### config.mk
export PLATFORM = sky130hd
export DESIGN_NAME = fir_controller
export DESIGN_NICKNAME = d
export VERILOG_FILES = /design/src/rtl/fir_ctrl_pkg.sv /design/src/rtl/fir_controller.sv
export SDC_FILE = /design/constraint.sdc
export NUM_CORES = 1
export LEC_CHECK = 0
export CAP_MARGIN = 40
export CELL_PAD_IN_SITES_DETAIL_PLACEMENT = 1
export CELL_PAD_IN_SITES_GLOBAL_PLACEMENT = 2
export CORE_MARGIN = 5
export CORE_UTILIZATION = 30
export CTS_CLUSTER_SIZE = 10
export DETAILED_ROUTE_END_ITERATION = 12
export HOLD_SLACK_MARGIN = 0.1
export MAX_ROUTING_LAYER = met4
export PLACE_DENSITY = 0.79
export SETUP_SLACK_MARGIN = 0.05
export SYNTH_ARGS = -nofsm -noshare
export SYNTH_HDL_FRONTEND = slang
export SYNTH_SLANG_ARGS = --single-unit
### constraint.sdc
create_clock -name clk -period 3.1 [get_ports clk]
set_clock_uncertainty 0.15 [all_clocks]
set_input_delay 0.93 -clock clk [delete_from_list [all_inputs] [get_ports clk]]
set_output_delay 0.93 -clock clk [all_outputs]
set_load 0.01 [all_outputs]
### src/rtl/fir_ctrl_pkg.sv
// Shared FSM state type and default build constants for the FIR tap sequencer.
package fir_ctrl_pkg;

   typedef enum logic [1:0] {
      IDLE  = 2'd0,
      ACCUM = 2'd1,
      DRAIN = 2'd2,
      DONE  = 2'd3
   } state_t;

   localparam int DEF_LENGTH       = 64;
   localparam int DEF_SEL_WIDTH    = 8;
   localparam int DEF_MULT_LATENCY = 0;

endpackage

### src/rtl/fir_controller.sv
// FIR tap sequencer: one sample per LENGTH+MULT_LATENCY+2 cycles, output_valid LENGTH+MULT_LATENCY edges after accept.
// Backpressure: input_ready only in IDLE; optional FIR_CTRL_WARMUP_EN masks output_valid until the delay line is full.
module fir_controller
   import fir_ctrl_pkg::*;
#(
   parameter int LENGTH       = DEF_LENGTH,
   parameter int SEL_WIDTH    = DEF_SEL_WIDTH,
   parameter int MULT_LATENCY = DEF_MULT_LATENCY
) (
   input  logic                 clk,
   input  logic                 reset,
   input  logic                 input_valid,
   output logic                 input_ready,
   output logic                 Load_FIR_input,
   output logic                 shift_enable,
   output logic [SEL_WIDTH-1:0] Filter_coefficeint_select,
   output logic                 reset_FIR_output,
   output logic                 output_valid,
   output logic                 busy
);

   localparam int CNT_W = $clog2(LENGTH) + 1;
   localparam int DRN_W = 3;
   localparam logic [CNT_W-1:0] LAST_TAP = CNT_W'(LENGTH - 1);

   state_t             state, state_nxt;
   logic [CNT_W-1:0]   tap_cnt, tap_cnt_nxt;
   logic [DRN_W-1:0]   drn_cnt, drn_cnt_nxt;
   logic               accept;
   logic               sum_done;

   // Reset gates the accept so nothing loads while the block is held in reset.
   assign accept = (state == IDLE) && input_valid && reset;

   always_ff @(posedge clk or negedge reset) begin
      if (!reset) begin
         state   <= IDLE;
         tap_cnt <= '0;
         drn_cnt <= '0;
      end else begin
         state   <= state_nxt;
         tap_cnt <= tap_cnt_nxt;
         drn_cnt <= drn_cnt_nxt;
      end
   end

   always_comb begin
      state_nxt                 = state;
      tap_cnt_nxt               = tap_cnt;
      drn_cnt_nxt               = drn_cnt;
      input_ready               = 1'b0;
      Load_FIR_input            = 1'b0;
      shift_enable              = 1'b0;
      Filter_coefficeint_select = '0;
      reset_FIR_output          = 1'b0;
      sum_done                  = 1'b0;
      busy                      = 1'b1;
      unique case (state)
         IDLE: begin
            input_ready      = 1'b1;
            reset_FIR_output = 1'b1;
            busy             = 1'b0;
            if (accept) begin
               Load_FIR_input = 1'b1;
               shift_enable   = 1'b1;
               tap_cnt_nxt    = '0;
               state_nxt      = ACCUM;
            end
         end
         ACCUM: begin
            Filter_coefficeint_select = SEL_WIDTH'(tap_cnt);
            // Products still in the multiplier pipeline are stale until it fills.
            reset_FIR_output = (tap_cnt < CNT_W'(MULT_LATENCY));
            if (tap_cnt == LAST_TAP) begin
               drn_cnt_nxt = '0;
               state_nxt   = (MULT_LATENCY > 0) ? DRAIN : DONE;
            end else begin
               tap_cnt_nxt = tap_cnt + CNT_W'(1);
            end
         end
         DRAIN: begin
            Filter_coefficeint_select = SEL_WIDTH'(LENGTH - 1);
            if (drn_cnt == DRN_W'(MULT_LATENCY - 1)) state_nxt = DONE;
            else                                     drn_cnt_nxt = drn_cnt + DRN_W'(1);
         end
         DONE: begin
            sum_done  = 1'b1;
            state_nxt = IDLE;
         end
         default: state_nxt = IDLE;
      endcase
   end

`ifdef FIR_CTRL_WARMUP_EN
   localparam int FILL_W = $clog2(LENGTH + 1);
   logic [FILL_W-1:0] fill_cnt;

   always_ff @(posedge clk or negedge reset) begin
      if (!reset)                                       fill_cnt <= '0;
      else if (accept && fill_cnt != FILL_W'(LENGTH))   fill_cnt <= fill_cnt + FILL_W'(1);
   end

   assign output_valid = sum_done && (fill_cnt == FILL_W'(LENGTH));
`else
   assign output_valid = sum_done;
`endif

endmodule

==> reports/summary.txt <==
Outcome: complete, no violations
Post-synthesis instance area: 906 sq um
CP required: 2.02 ns
Switching Share: 43.3%
IO buf count: 15
Max Slew Vio Count: 0
Sequential Power Share: 22.9%
Avg WL per Cell: 17.5 um
Layout Utilization: 40.2%
Post-synthesis cell type count: 28
CTS tree: done
Max-cap violation count: 0
Routability congestion estimate: 0.727
Iteration-0 DRC Markers: 32
Root Buffer: clkbuf_4
Post-layout nets: 137
Largest area contributor in the netlist: dfrtp_1
Largest net degree at the start of global routing: 15
Startpoint Class: input port
Synth Warn #: 0
# H-tree levels: 1
RSZ-0062 raised after global routing: false
Final setup vio count: 0
Pleak: 0.577 nW
Cell chain of the critical path: clkdlybuf4s50_1 > and3_1 > dlygate4sd2_1
Synth top area share: 33.1%
Worst VDD drop: 0.513 mV
R2R Setup Slk: 1.07 ns
CP Class: input port to output pin
Final instance area: 1200 sq um
CP max FO: 3
DP HPWL: 1970 um
Sum of buffers and inverters on the critical path: 2
Commonest cells after routing, fill and taps aside: dfrtp_1 (12), nand2_1 (11), a21oi_1 (11), clkdlybuf4s50_1 (9), buf_4 (9)
Synth Register Bits: 12
Comb pwr share: 65.2%
Clk buf depth: 2
Area delta synth->final: 32.0%
Core Box Area: 2980 sq um
First-pass GRT wire length: 4650 um
Vias per cell: 5.62
Peak Freq: 0.337 GHz
Vias in the first global route: 964
Hold/Removal Path Class: flip-flop to flip-flop
CP delay by family, top: buffers and inverters
Ports: 17
Initial core utilization: 30.4%
N_diodes: 0
Avg Cell Area, Syn: 8.71 sq um
DP Area: 1090 sq um
Number of antenna violations at the first check in global routing: 0
Fin crit period: 2.97 ns
Post-synthesis sequential area ratio: 33.1%
Total number of vias: 888
GRT Util Overall: 14.9%
Pwr dens: 957 nW/um^2
Clock sinks: 12
Clk slew on worst S/H paths: 0.08 ns
Cells after synthesis: 104
Clock power frac: 11.9%
Row count: 20
WL final: 2770 um
Critical Path Slowest Stage Cell: clkdlybuf4s50_1
Final worst-path cycle share: 95.8%
Chip height: 65.0 um
Fraction of layout cells with a size suffix above 1: 16.0%
Die X-Extent: 65.0 um
Hold_ws: 0.424 ns
Worst endpoint data arrival time: 1.89 ns
Residual DRC: 0
Total nets after synthesis: 115
Most common cell after layout, fill and taps aside: dfrtp_1
Num CTS Buffers: 3
Int Pwr: 0.000649 W
Area contributors post-synth: dfrtp_1 (33%), ha_1 (11%), a21oi_1 (6.1%)
CP endpoint kind: output pin
ANT nets after route: 0
Total grt overflow: 0
Sw Pwr: 0.000496 W
Final Hold Fails: 0
Skew-Pair Late Insertion Delay: 0.29 ns
Worst stage delay on the critical path: 0.48 ns
Die area: 4220 sq um
DRT Pass-1 Iters: 4
==> state kept, by name (all words and copies together) (netlist names) <==
signal and count:
state 2, tap_cnt 7, drn_cnt 3
==> worst register-to-register path: stages, from the launching register on <==
cell	delay, ns
dfrtp_1	0.40
buf_4	0.16
ha_4	0.20
buf_4	0.14
buf_4	0.16
a221o_1	0.39
mux2_4	0.32
==> power groups by stage <==
| stage | logic (W) | clock network [W] | registers [W] |
|---|---|---|---|
| floorplan | 0.000414 | 0 | 0.000254 |
| global placement | 0.000617 | 0 | 0.000267 |
| detailed placement | 0.000646 | 0 | 0.000271 |
| CTS | 0.000703 | 0.000139 | 0.000259 |
| global route | 0.000826 | 0.000146 | 0.000270 |
| finish | 0.000746 | 0.000137 | 0.000262 |
==> kinds of logic (layout without fill, tap and decap cells) <==
kind of cell | after synthesis | count (layout) | share of synthesized area, %
muxes | 3 | 3 | 3.87
adders and majority gates | 8 | 8 | 11.1
and+or+nand+nor | 32 | 32 | 19.8
AOI/OAI and AO/OA | 32 | 32 | 23.9
buffers and inverters | 16 | 37 | 7.87
DFF | 12 | 12 | 33.1
other | 1 | 1 | 0.414
==> area by class of cell <==
type | instances | area, sq um
Multi-Input combinational cell | 76 | 559
Clock buffer | 4 | 36.3
Tap cell | 33 | 41.3
Fill cell | 352 | 1780
Sequential cell | 12 | 300
Inverter | 9 | 33.8
Timing Repair Buffer | 24 | 225
==> synth_stat cells <==
master and number:
dfrtp_1 12, a21oi_1 11, nand2_1 11, inv_1 9
ha_1 8, nand3_1 7, nor2b_1 6, a21boi_0 4
clkbuf_1 4, o21ai_0 4, o221ai_1 4, buf_4 3
a221o_1 2, a22oi_1 2, and3_1 2, mux2i_1 2
nand4_1 2, a211o_1 1, a21o_1 1, a311oi_1 1
a41oi_1 1, and4b_2 1, conb_1 1, mux2_4 1
nand3_4 1, nor2_1 1, o211ai_1 1, or4_1 1
==> metal layers <==
| layer | part of all wire [%] | vias up | global-route usage (%) |
|---|---|---|---|
| met5 | 0 | - | - |
| met4 | 1.9 | 0 | 4.22 |
| met3 | 5.1 | 6 | 3.99 |
| met2 | 51 | 20 | 25.3 |
| met1 | 42 | 443 | 17.3 |
| li1 | - | 419 | - |
==> per-stage QoR <==
step | setup slack, ns | setup TNS [ns] | total power (W) | std cells
CTS | 0.0916 | 0 | 0.00110 | 155
global route | 0.0675 | 0 | 0.00124 | 158
detailed placement | -0.142 | -0.277 | 0.000917 | 149
global placement | -0.138 | -0.273 | 0.000884 | 149
floorplan | 0.390 | 0 | 0.000668 | 104
finish | 0.129 | 0 | 0.00115 | 158
==> path summary, 6_finish.rpt <==
check,startpoint,endpoint,depth (start not counted)
min,tap_cnt[6],tap_cnt[6],1
min in group asynchronous,reset,drn_cnt[2],2
max reg2reg,state[0],state[1],6
min reg2reg,tap_cnt[6],tap_cnt[6],1
max,reset,shift_enable,3
max in group asynchronous,reset,state[0],2
==> timing repair <==
action	in CTS	in global routing
resized for setup	5	9
hold buffers	0	0
setup buffers	2	3
endpoints found under the setup margin	9	6
pin swaps	0	1
endpoints found under the hold margin	0	0
(Power assumes the default switching activity.)
